`src/rtl/mips_ctrl_pkg.sv`:
```
// Shared types and encodings for the multicycle MIPS control FSM.
// State codes are fixed because they are exported on the State debug port.
package mips_ctrl_pkg;

  typedef enum logic [3:0] {
    S_FETCH    = 4'd0,
    S_DECODE   = 4'd1,
    S_MEMADR   = 4'd2,
    S_MEMREAD  = 4'd3,
    S_MEMWB    = 4'd4,
    S_MEMWRITE = 4'd5,
    S_EXECUTE  = 4'd6,
    S_ALUWB    = 4'd7,
    S_BRANCH   = 4'd8,
    S_ADDIEX   = 4'd9,
    S_ADDIWB   = 4'd10,
    S_JUMP     = 4'd11,
    S_BNE      = 4'd12
  } state_t;

  typedef enum logic [1:0] {
    ALUOP_ADD   = 2'b00,
    ALUOP_SUB   = 2'b01,
    ALUOP_FUNCT = 2'b10,
    ALUOP_RSVD  = 2'b11
  } aluop_t;

  localparam logic [5:0] OP_RTYPE = 6'b000000;
  localparam logic [5:0] OP_LW    = 6'b100011;
  localparam logic [5:0] OP_SW    = 6'b101011;
  localparam logic [5:0] OP_BEQ   = 6'b000100;
  localparam logic [5:0] OP_BNE   = 6'b000101;
  localparam logic [5:0] OP_ADDI  = 6'b001000;
  localparam logic [5:0] OP_J     = 6'b000010;

  localparam logic [5:0] FN_ADD = 6'b100000;
  localparam logic [5:0] FN_SUB = 6'b100010;
  localparam logic [5:0] FN_AND = 6'b100100;
  localparam logic [5:0] FN_OR  = 6'b100101;
  localparam logic [5:0] FN_SLT = 6'b101010;

  localparam logic [2:0] ALU_ADD = 3'b010;
  localparam logic [2:0] ALU_SUB = 3'b110;
  localparam logic [2:0] ALU_AND = 3'b000;
  localparam logic [2:0] ALU_OR  = 3'b001;
  localparam logic [2:0] ALU_SLT = 3'b111;

  // States that touch the shared memory and therefore stretch by MEM_LAT.
  function automatic logic is_mem_state(input state_t s);
    return (s == S_FETCH) || (s == S_MEMREAD) || (s == S_MEMWRITE);
  endfunction

endpackage

```
`src/rtl/alu_decoder.sv`:
```
// Maps the FSM's ALUOp request plus the instruction Funct field to ALUControl.
module alu_decoder
  import mips_ctrl_pkg::*;
(
  input  aluop_t      aluop,
  input  logic [5:0]  funct,
  output logic [2:0]  alucontrol
);

  always_comb begin
    alucontrol = ALU_ADD;
    case (aluop)
      ALUOP_SUB: alucontrol = ALU_SUB;
      ALUOP_FUNCT: begin
        case (funct)
          FN_ADD:  alucontrol = ALU_ADD;
          FN_SUB:  alucontrol = ALU_SUB;
          FN_AND:  alucontrol = ALU_AND;
          FN_OR:   alucontrol = ALU_OR;
          FN_SLT:  alucontrol = ALU_SLT;
          default: alucontrol = ALU_ADD;
        endcase
      end
      default: alucontrol = ALU_ADD;
    endcase
  end

endmodule

```
`src/rtl/mips_multicycle_ctrl.sv`:
```
// Moore control FSM for the multicycle MIPS datapath with MEM_LAT memory wait states.
// Define MIPS_BNE_EN to add the bne instruction (opcode 000101, state BNE).
module mips_multicycle_ctrl
  import mips_ctrl_pkg::*;
#(
  parameter int unsigned MEM_LAT = 0
) (
  input  logic       clk,
  input  logic       rst,
  input  logic [5:0] Opcode,
  input  logic [5:0] Funct,
  input  logic       Zero,
  output logic       IorD,
  output logic       MemWrite,
  output logic       IRWrite,
  output logic       PCEn,
  output logic       ALUSrcA,
  output logic [1:0] ALUSrcB,
  output logic [1:0] PCSrc,
  output logic       RegDst,
  output logic       MemtoReg,
  output logic       RegWrite,
  output logic [2:0] ALUControl,
  output logic       Illegal,
  output logic [3:0] State
);

  localparam logic [1:0] LAT = 2'(MEM_LAT);

  state_t     state, next_state, dec_next;
  logic [1:0] cnt, next_cnt;
  logic       last;
  aluop_t     aluop;
  logic       alu_used;
  logic       pcwrite, branch, branch_ne;
  logic [2:0] alu_ctl;

  assign last = (cnt == LAT);

  always_ff @(posedge clk) begin
    if (rst) begin
      state <= S_FETCH;
      cnt   <= '0;
    end else begin
      state <= next_state;
      cnt   <= next_cnt;
    end
  end

  always_comb begin
    dec_next = S_FETCH;
    case (Opcode)
      OP_LW, OP_SW: dec_next = S_MEMADR;
      OP_RTYPE:     dec_next = S_EXECUTE;
      OP_BEQ:       dec_next = S_BRANCH;
      OP_ADDI:      dec_next = S_ADDIEX;
      OP_J:         dec_next = S_JUMP;
`ifdef MIPS_BNE_EN
      OP_BNE:       dec_next = S_BNE;
`endif
      default:      dec_next = S_FETCH;
    endcase
  end

  // Memory states hold while the counter runs; every exit clears the counter.
  always_comb begin
    next_state = state;
    next_cnt   = '0;
    if (is_mem_state(state) && !last) begin
      next_cnt = cnt + 2'd1;
    end else begin
      case (state)
        S_FETCH:   next_state = S_DECODE;
        S_DECODE:  next_state = dec_next;
        S_MEMADR:  next_state = (Opcode == OP_SW) ? S_MEMWRITE : S_MEMREAD;
        S_MEMREAD: next_state = S_MEMWB;
        S_EXECUTE: next_state = S_ALUWB;
        S_ADDIEX:  next_state = S_ADDIWB;
        default:   next_state = S_FETCH;
      endcase
    end
  end

  always_comb begin
    IorD      = 1'b0;
    MemWrite  = 1'b0;
    IRWrite   = 1'b0;
    ALUSrcA   = 1'b0;
    ALUSrcB   = 2'b00;
    PCSrc     = 2'b00;
    RegDst    = 1'b0;
    MemtoReg  = 1'b0;
    RegWrite  = 1'b0;
    Illegal   = 1'b0;
    State     = '0;
    aluop     = ALUOP_ADD;
    alu_used  = 1'b0;
    pcwrite   = 1'b0;
    branch    = 1'b0;
    branch_ne = 1'b0;
    if (!rst) begin
      State = state;
      case (state)
        S_FETCH: begin
          ALUSrcB  = 2'b01;
          alu_used = 1'b1;
          IRWrite  = last;
          pcwrite  = last;
        end
        S_DECODE: begin
          ALUSrcB  = 2'b11;
          alu_used = 1'b1;
          Illegal  = (dec_next == S_FETCH);
        end
        S_MEMADR, S_ADDIEX: begin
          ALUSrcA  = 1'b1;
          ALUSrcB  = 2'b10;
          alu_used = 1'b1;
        end
        S_MEMREAD: IorD = 1'b1;
        S_MEMWB: begin
          MemtoReg = 1'b1;
          RegWrite = 1'b1;
        end
        S_MEMWRITE: begin
          IorD     = 1'b1;
          MemWrite = last;
        end
        S_EXECUTE: begin
          ALUSrcA  = 1'b1;
          aluop    = ALUOP_FUNCT;
          alu_used = 1'b1;
        end
        S_ALUWB: begin
          RegDst   = 1'b1;
          RegWrite = 1'b1;
        end
        S_BRANCH: begin
          ALUSrcA  = 1'b1;
          aluop    = ALUOP_SUB;
          alu_used = 1'b1;
          PCSrc    = 2'b01;
          branch   = 1'b1;
        end
`ifdef MIPS_BNE_EN
        S_BNE: begin
          ALUSrcA   = 1'b1;
          aluop     = ALUOP_SUB;
          alu_used  = 1'b1;
          PCSrc     = 2'b01;
          branch_ne = 1'b1;
        end
`endif
        S_ADDIWB: RegWrite = 1'b1;
        S_JUMP: begin
          PCSrc   = 2'b10;
          pcwrite = 1'b1;
        end
        default: ;
      endcase
    end
  end

  alu_decoder u_alu_decoder (
    .aluop      (aluop),
    .funct      (Funct),
    .alucontrol (alu_ctl)
  );

  // States that leave the ALU idle present 000 rather than the decoder's add.
  assign ALUControl = alu_used ? alu_ctl : '0;
  assign PCEn       = pcwrite | (branch & Zero) | (branch_ne & ~Zero);

endmodule

```
`config.mk`:
```
export PLATFORM = sky130hd
export DESIGN_NAME = mips_multicycle_ctrl
export DESIGN_NICKNAME = d
export VERILOG_FILES = /design/src/rtl/mips_ctrl_pkg.sv /design/src/rtl/alu_decoder.sv /design/src/rtl/mips_multicycle_ctrl.sv
export SDC_FILE = /design/constraint.sdc
export NUM_CORES = 1
export LEC_CHECK = 0
export ABC_AREA = 1
export BUFFER_PORTS_ARGS = -buffer_cell sky130_fd_sc_hd__clkbuf_2
export CAP_MARGIN = 15
export CORE_MARGIN = 2
export CORE_UTILIZATION = 42
export DETAILED_ROUTE_END_ITERATION = 10
export GPL_TIMING_DRIVEN = 1
export PLACE_DENSITY_LB_ADDON = 0.12
export SLEW_MARGIN = 5
export SYNTH_ARGS = -nofsm -noshare
export SYNTH_HDL_FRONTEND = slang
export SYNTH_HIERARCHICAL = 1
export SYNTH_SLANG_ARGS = --single-unit
```
`constraint.sdc`:
```
create_clock -name clk -period 2.8 [get_ports clk]
set_clock_uncertainty 0.05 [all_clocks]
set_input_delay 0.56 -clock clk [delete_from_list [all_inputs] [get_ports clk]]
set_output_delay 0.56 -clock clk [all_outputs]
set_load 0.01 [all_outputs]
```
# Word-level counts from Yosys, hierarchy flattened
# Cells that the tools add are included.
[op_classes]
addsub = 1
bitwise = 3
n_eq_ne = 22
n_reduce_logical = 15
n_mux = 35
[op_table]
columns = ["op", "n"]
rows = [
  ["== test 6 bit (second input constant)", 6],
  ["case mux 4 bit (6 select lines)", 1],
  ["2-to-1 mux 1 bit", 21],
  ["case mux 4 bit (5 select lines)", 1],
  ["== test 4 x 3 -> 1 bit (second input constant)", 4],
  ["== test 4 bit (second input constant)", 4],
  ["case mux 3 bit (4 select lines)", 1],
  ["== test 4 x 2 -> 1 bit (second input constant)", 2],
  ["logical NOT 4 bit", 2],
  ["case mux 2 bit (2 select lines)", 2],
  ["OR reduction 2 bit", 4],
  ["== test 6 x 2 -> 1 bit (second input constant)", 1],
  ["== test 6 x 3 -> 1 bit (second input constant)", 1],
  ["== test 6 x 4 -> 1 bit (second input constant)", 1],
  ["logical NOT 6 bit", 1],
  ["2-to-1 mux 2 bit", 3],
  ["2-to-1 mux 3 bit", 2],
  ["case mux 2 bit (3 select lines)", 1],
  ["case mux 3 bit (2 select lines)", 1],
  ["OR reduction 6 bit", 1],
  ["== test 4 x 1 -> 1 bit (second input constant)", 1],
  ["2-to-1 mux 4 bit", 1],
  ["OR reduction 4 bit", 1],
  ["OR reduction 3 bit", 1],
  ["11 further kinds", 12],
]
[word_totals]
word_cells = 78
input_bits = 15
register_bits = 6
output_inout_bits = 20

# Depth between registers and ports, before layout
# Gate-level depths: netlist of run 1.
[depth]
word_depth = 6
depth_mapped = 14
ltp_nobuf = 13

# Cells and area by module
# Netlist of run 1, hierarchy kept.
[modules_own_cells]
columns = ["mod", "cells_each", "seq_area_each_um2", "area_each_um2", "n_inst"]
rows = [
  ["mips_multicycle_ctrl", 127, 120.1, 685.7, 1],
  ["alu_decoder", 37, 0.0, 173.9, 1],
]

# Worst setup path before layout of run 1
# Ideal clock, no wire load.
[synth_path]
path_type = "input port to output port"
from = "in rst"
to = "out ALUControl[0]"
arrival_time_ps = 1793
path_buffers = 0
required_time_ps = 2190
slack_ps = 397
path_stages = 9
cell_sequence = "inv_2 -> nand2_1 -> nor2_1 -> inv_1 -> ha_1 -> or2_1 -> a21oi_1 -> inv_1 -> nor2_1"
[synth_between]
elab_chain_cells = 4
elab_cells_between_ends = 6
cone_classes = "eq/ne (2); mux (4)"
[synth_rtl]
columns = ["element", "line_no", "text"]
rows = [
  ["start: declaration", "mips_multicycle_ctrl.sv:9", "input logic rst,"],
  ["2-to-1 mux 2 bit (*)", "mips_multicycle_ctrl.sv:101", "if (!rst) begin"],
  ["via aluop[0]", "mips_multicycle_ctrl.sv:33", "aluop_t aluop;"],
  ["== test 2 bit or == test 2 x 1 -> 1 bit (tied branches)", "alu_decoder.sv:12", "case (aluop)"],
  ["case mux 3 bit (2 select lines) (*)", "alu_decoder.sv:12", ""],
  ["via alu_ctl[0]", "mips_multicycle_ctrl.sv:36", "logic [2:0] alu_ctl;"],
  ["2-to-1 mux 3 bit (*)", "mips_multicycle_ctrl.sv:171", "assign ALUControl = alu_used ? alu_ctl : '0;"],
  ["end: declaration", "mips_multicycle_ctrl.sv:23", "output logic [2:0] ALUControl,"],
]
# The timed path passes the listed nets; every way through them passes the cells marked *.

# Final worst setup path of run 1
[layout_path]
from = "in rst"
to = "out ALUControl[0]"
[layout_between]
elab_chain_cells = 4
elab_cells_between_ends = 6
cone_classes = "eq/ne (2); mux (4)"
[layout_rtl]
columns = ["element", "line_no"]
rows = [
  ["2-to-1 mux 2 bit (*)", "mips_multicycle_ctrl.sv:101"],
  ["== test 2 bit or == test 2 x 1 -> 1 bit (tied branches)", "alu_decoder.sv:12"],
  ["case mux 3 bit (2 select lines) (*)", "alu_decoder.sv:12"],
  ["via alu_ctl[0]", "mips_multicycle_ctrl.sv:36"],
  ["2-to-1 mux 3 bit (*)", "mips_multicycle_ctrl.sv:171"],
]
# Marks and branches as above.

==> results of run 1 <==
-- metal layers --
metal  vias up  share of wire  global-route usage
li1        579              -                   -
met1       454           0.46              0.2291
met2        23           0.49              0.3198
met3         2          0.038             0.02147
met4         0          0.012             0.08095
met5         -              0                   0
-- synthesized netlist by cell type (all sizes together) --
library cell	number
dfxtp	6
ha	3
a221oi	1
a211o	1
nor3	5
nand2	43
buf	4
nor2	39
nand3	17
a21oi	5
inv	34
nor4	2
o21ai	2
and2	1
or2	1
-- path summary, 6_finish.rpt --
| check | cells after the start | from | endpoint |
|---|---|---|---|
| worst min-delay path | 1 | cnt[0]$_SDFF_PP0_ | cnt[0]$_SDFF_PP0_ |
| worst max-delay path | 11 | rst | ALUControl[0] |
| worst min register to register | 1 | cnt[0]$_SDFF_PP0_ | cnt[0]$_SDFF_PP0_ |
| worst max register to register | 8 | state[0]$_SDFFE_PP0N_ | state[1]$_SDFFE_PP0N_ |
-- final cells by class --
class	count	share of cell area
multi-input combinational	120	0.5395
tap	27	0.03140
timing repair buffer	36	0.1721
sequential	6	0.1174
inverter	34	0.1186
clock buffer	3	0.02093
-- cells by family after synthesis --
kind of cell | Yosys count | share of synthesized area
AOI/OAI and AO/OA | 9 | 0.06113
adders and majority gates | 3 | 0.04367
DFF | 6 | 0.1397
buffers and inverters | 38 | 0.1848
and+or+nand+nor | 108 | 0.5706
-- flip-flops by register name, indices dropped and copies added (netlist names) --
signal  flops
state       4
cnt         2
-- critical path: stages --
cell and delay (ns):
clkbuf_2 0.09, inv_2 0.10, nand2_1 0.09, nor2_1 0.14, inv_1 0.06, ha_1 0.31
or2_1 0.23, a21oi_1 0.11, inv_1 0.05, nor2_1 0.10, clkbuf_2 0.14
-- power groups by stage --
| stage | Sequential, W | Combinational (W) | Clock [W] |
|---|---|---|---|
| 3_3_place_gp | 0.0000929 | 0.0000783 | 0 |
| 6_report | 0.0000908 | 0.0000791 | 0.0000745 |
| 3_5_place_dp | 0.0000927 | 0.0000795 | 0 |
| 4_1_cts | 0.0000912 | 0.0000797 | 0.0000793 |
| 2_1_floorplan | 0.0000912 | 0.0000511 | 0 |
| 5_1_grt | 0.0000911 | 0.0000915 | 0.0000824 |
-- per-stage QoR --
stage	total power (W)	cells
after CTS	0.0002502	226
after detailed placement	0.0001722	223
after global placement	0.0001713	223
final	0.0002444	226
after global routing	0.0002651	226
after floorplan	0.0001423	164
-- repair_timing --
action,in CTS,in global routing
gates resized for setup,0,4
endpoints found under the setup margin,0,3
endpoints found under the hold margin,0,0
==> results.md, run 1 <==
- Sequential power share: 0.371
- Routed length per instance: 8.376 um
- Area post-placement: 0.001047 sq mm
- DRT Pass-1 Iters: 5
- WP data arrival: ~2 ns
- Layout area overhead: 25.18%
- Int Pwr: ~0.00017 W
- Residual DRC count: 0
- Hold Crit Class: reg -> reg
- Worst vdd ir: roughly 0.00032 V
- Detail Placement HPWL: 1.683 mm
- Post-CTS Hold Buffers: 0
- Setup crit end kind: primary output
- Antenna violations before repair: 0
- Die H: 49.24 um
- Yosys top cell by area: nand2_1
- Mean Syn Cell Area: ~5.2 sq um
- Final Slew Violations: 0
- Switching pwr: just under 0.00008 W
- Final hold vios: 0
- Setup Crit Path Kind: in -> out
- Final Worst Setup Slack: between 0.2 and 0.25 ns
- Lkg Pwr: 0.6369 nW
- Total number of vias: 1058
- Placer Congestion: a little over 0.9
- Routed WL: roughly 1.9 mm
- Postcts setup bufs: 0
- Unique masters post-synth: 23
- CTS tree: done
- #FFs+latches synth: 6
- Vias per cell: ~4.7
- FP Rows: 16
- H-tree depth: 1
- Tcrit/Tclk final: 0.9236
- Max-slew headroom: 0.7899
- Net count, final: roughly 220
- Worst setup SP type: input port
- Crit path max fanout: 7
- Area of the multi-input gates: approximately 580 sq um
- First-pass GRT wire length: about 3.7 mm
- Number of DRC markers in iteration 0: 16
- Clock sink total: 6
- GR Util All Layers: 0.1854
- Final min period: 2.586 ns
- Slew @ Worst Pin: between 0.3 and 0.4 ns
- CTS Buf Count: 3
- Post-synthesis sequential area ratio: 0.1397
- Status: finished, final reports clean
- Port Buf Inserts: 34
- Final Hold Slack: about 0.35 ns
- TNS Setup: 0 ns
- Core Region: 0.001942 sq mm
- Logic pwr share: 0.324
- # fillers: 217
- Switching Fraction: 0.3216
- Largest cells by area after synthesis: nand2_1 (18%), dfxtp_1 (14%), nor2_1 (14%)
- R2r setup slk: roughly 1.6 ns
- Most frequent cells in the layout: nand2_1 (41), clkbuf_2 (34), nor2_1 (32)
- Die width: 49.24 um
- Pwr dens: 227.2 mW/mm^2
- Via count of the first global-routing pass: roughly 990
- Grt ovf: 0
- Clock share of power: 0.305
- YS warnings: 6
- Yosys top cell area share: 0.1790
- Max Fclk: 386.7 MHz
- Initial core utilization: 0.4427
- Worst slack, placed: between 0.2 and 0.25 ns
- Worst Path Required: approximately 2.2 ns
- RSZ-0062 raised after global routing: no
- Syn Nets: roughly 180
- Number of I/O pins: 35
- # diodes: 0
- Util after Layout: 0.5541
- # setup viols final: 0
- Largest net degree at the start of global routing: 15
- Root Buffer: clkbuf_4
- Reg area: 126.4 sq um
- Clock Tree Buf Depth: 2
- Die area: around 0.0024 sq mm
- Commonest non-fill, non-tap cell in the layout: nand2_1
- Proportion of layout cells with a drive suffix above 1: 0.3065
- Synthesized area: roughly 860 sq um
- Final Cell Area: approximately 0.0011 sq mm
- Max-cap viol count: 0
- ANT nets after route: 0
- Clock latency on the worst-skew pair: around 0.24 ns
- Worst-path clk slew: ~0.040 ns
- Post-Synthesis Cells: 164
Note: power is estimated with default switching activity, not from simulation.
==> run 2: changes to the inputs <==
--- a/config.mk
+++ b/config.mk
@@ -5,7 +5,6 @@
 export SDC_FILE = /design/constraint.sdc
 export NUM_CORES = 1
 export LEC_CHECK = 0
-export ABC_AREA = 1
 export BUFFER_PORTS_ARGS = -buffer_cell sky130_fd_sc_hd__clkbuf_2
 export CAP_MARGIN = 15
 export CORE_MARGIN = 2
@@ -13,7 +12,6 @@
 export DETAILED_ROUTE_END_ITERATION = 10
 export GPL_TIMING_DRIVEN = 1
 export PLACE_DENSITY_LB_ADDON = 0.12
-export SLEW_MARGIN = 5
 export SYNTH_ARGS = -nofsm -noshare
 export SYNTH_HDL_FRONTEND = slang
 export SYNTH_HIERARCHICAL = 1
==> constraint.sdc (replaced) <==
create_clock -name clk -period 2.8 [get_ports clk]
set_clock_uncertainty 0.05 [all_clocks]
set_input_delay 0.42 -clock clk [delete_from_list [all_inputs] [get_ports clk]]
set_output_delay 0.42 -clock clk [all_outputs]
set_load 0.01 [all_outputs]
==> run 2 against run 1 <==
Effect of this change:
- global-route usage fell by 0.60 points
- area after synthesis is 2.3% lower
- flip-flop and latch count unchanged
- register-to-register slack worse by 0.29 ns
- wire length up 7.4%
- clock-buffer cell count did not move
- maximum frequency decreased by 0.48%
- sequential share of layout area increased by 0.27 points
- via count decreased by 15%
- critical path type is now reg -> out
- largest cell class unchanged
==> results.md, run 2 <==
- Biggest regs: state x4, cnt x2
- Reg2reg start: cnt[0]$_SDFF_PP0_
- Cell Chain, Critical Path: nor2_2 -> and3b_1 -> inv_1 -> ha_1 -> nand4bb_1 -> o22ai_1 -> and2_1 -> clkbuf_2
- Setup crit end kind: primary output
- Postcts setup bufs: 0
- Worst Path Required: between 2 and 2.5 ns
- ANT nets after route: 0
- Top-count cell post-synth: nor3_1
- Routed WL: 2.033 mm
- Share of synthesized registers carrying an async set or reset: 0
- YS warnings: 6
- RSZ-0062 raised after global routing: no
- Clock share of power: 0.327
- Via count of the first global-routing pass: roughly 800
- Crit path max fanout: 12
- Util after Layout: 0.5313
- Post-synthesis sequential area ratio: 0.1431
- Synthesized area: approximately 840 sq um
- CTS Buf Count: 3
- GR Util All Layers: 0.1793
- FP Rows: 16
- Slowest stage cell, crit path: dfxtp_1
- Int Pwr: around 0.00017 W
- Vias per cell: 5.343
- Layout area overhead: 21.61%
- Die width: slightly below 50 um
- Number of I/O pins: 35
- Final hold vios: 0
- Setup Crit Path Kind: reg -> out
- Syn Nets: roughly 130
- Worst vdd ir: 0.0001711 V
- Proportion of layout cells with a drive suffix above 1: 0.3873
- First-pass GRT wire length: between 3 and 4 mm
- Reg2reg end: state[1]$_SDFFE_PP0N_
- TNS Setup: 0 ns
- Post-Synthesis Cells: 111
- WP data arrival: between 2 and 2.5 ns
- Switching pwr: between 0.00007 and 0.00008 W
- Total number of vias: around 900
- Die area: approximately 0.0024 sq mm
- Logic pwr share: 0.299
- # diodes: 0
- Cell depth of the worst flop-to-flop path: 5
- Max-slew headroom: 0.7084
- Unique masters post-synth: 48
- H-tree depth: 1
- Hold Path Stages: 1
- Lkg Pwr: about 0.45 nW
- Initial core utilization: 0.4368
- Resize count post-CTS: 0
- Top reg by flops: state
- Mean Syn Cell Area: between 7 and 8 sq um
- Sequential power share: 0.374
- Worst-path clk slew: approximately 0.05 ns
- Synth top cells by count: nor3_1 (11), nor2_1 (8), inv_1 (7), nand2_1 (7), dfxtp_1 (6)
- Final cell count without fillers: between 150 and 200
- Final Slew Violations: 0
- Placer Congestion: around 0.8
- #FFs+latches synth: 6
- Top FF cell, synth: dfxtp_1
- Clock Tree Buf Depth: 2
- Net count, final: approximately 160
- CP peak stage delay: roughly 0.43 ns
- Slew @ Worst Pin: 0.4369 ns
- Placed cell count: roughly 170
- # fillers: 200
- # setup viols final: 0
- Yosys top cell area share: 0.1431
- Status: finished, final reports clean
- Root Buffer: clkbuf_4
- Pwr dens: approximately 240 mW/mm^2
- Tcrit/Tclk final: 0.9281
- Commonest non-fill, non-tap cell in the layout: clkbuf_2
- Number of DRC markers in iteration 0: 23
- Largest cells by area after synthesis: dfxtp_1 (14%), nor3_1 (6.6%), ha_1 (4.5%)
- Max-cap viol count: 0
- Final min period: around 2.6 ns
- Antenna violations before repair: 0
- Max Fclk: between 300 and 400 MHz
- CTS tree: done
- Switching Fraction: 0.3144
- Clock sink total: 6
- Hold Crit Start: cnt[0]$_SDFF_PP0_
- Residual DRC count: 0
- Core Region: around 0.0019 sq mm
- Flip-flop count of the largest register after layout: 4
- Clock latency on the worst-skew pair: 0.25 ns
- Die H: approximately 50 um
- Yosys top cell by area: dfxtp_1
- DRT Pass-1 Iters: 4
- Routed length per instance: 12.03 um
- Post-CTS Hold Buffers: 0
- Largest net degree at the start of global routing: 17
- Worst setup SP type: flip-flop
- Number of flops mapped to enable cells by yosys: 0
- Hold EP: cnt[0]$_SDFF_PP0_
- R2r setup slk: 1.30 ns
- Most frequent cells in the layout: clkbuf_2 (34), nor3_1 (11), inv_1 (7), nor2_1 (7), nand2_1 (7)
- Hold Crit Class: reg -> reg
- Detail Placement HPWL: 1.624 mm
- Port Buf Inserts: 34
- Grt ovf: 0
-- run 2: cell type report --
| cell class | instances | area (sq um) | share of cell area |
|---|---|---|---|
| multi-input cells | 87 | 611.8 | 0.5993 |
| repair buffers | 38 | 200.2 | 0.1961 |
| flip-flops and latches | 6 | 122.6 | 0.1201 |
| well taps | 27 | 33.78 | 0.03309 |
| inverters | 8 | 30.03 | 0.02941 |
| clock buffers | 3 | 22.52 | 0.02206 |
-- run 2: cell families after synthesis --
logic type | synth area share
adder cells (fa/ha/maj) | 0.04471
AND/OR/NAND/NOR | 0.4322
buffers and inverters | 0.1311
flip-flops | 0.1431
XOR/XNOR | 0.04174
multiplexers | 0.02385
AO/OA/AOI/OAI | 0.1833
-- run 2: worst max-delay path, delay by kind of cell, from the launching register on --
| family | cells | cell delay [ns] |
|---|---|---|
| AND/OR/NAND/NOR | 4 | 0.81 |
| flip-flops | 1 | 0.43 |
| buffers and inverters | 2 | 0.17 |
| adder cells (fa/ha/maj) | 1 | 0.33 |
| AO/OA/AOI/OAI | 1 | 0.13 |
-- run 2: worst max path at each step --
stage	start	to	slack, ns
2_1_floorplan	rst	ALUControl[2]	0.45
3_3_place_gp	rst	ALUControl[2]	0.42
3_5_place_dp	rst	ALUControl[2]	0.35
4_1_cts	state[0]$_SDFFE_PP0N_	ALUControl[2]	0.14
5_1_grt	state[2]$_SDFFE_PP0N_	ALUControl[2]	0.01
6_report	state[2]$_SDFFE_PP0N_	ALUControl[2]	0.20
-- run 2: through the flow --
stage               total power [W]  setup WS, ns  hold slack (ns)  cell area [sq um]
global placement          0.0001661        0.4209           0.3722              993.5
finish                    0.0002469        0.2015           0.3834               1021
global route              0.0002667       0.01095           0.4193               1021
CTS                       0.0002495        0.1394           0.3873               1016
detailed placement        0.0001674        0.3548           0.3815              993.5
floorplan                 0.0001376        0.4512           0.3501              839.6
-- run 2: metal layers --
layer / GRT usage / share of wire / vias to the layer above
li1: - / - / 467
met1: 0.2457 / 0.46 / 403
met2: 0.2922 / 0.48 / 33
met3: 0.04012 / 0.061 / 0
met4: 0.02857 / 0 / 0
met5: 0 / 0 / -
-- run 2: power by group through the flow --
| stage | logic [W] | clock network (W) | registers [W] |
|---|---|---|---|
| finish | 0.0000738 | 0.0000807 | 0.0000924 |
| global route | 0.0000818 | 0.0000922 | 0.0000927 |
| CTS | 0.0000740 | 0.0000836 | 0.0000918 |
| detailed placement | 0.0000739 | 0 | 0.0000935 |
| global placement | 0.0000728 | 0 | 0.0000933 |
| floorplan | 0.0000465 | 0 | 0.0000911 |
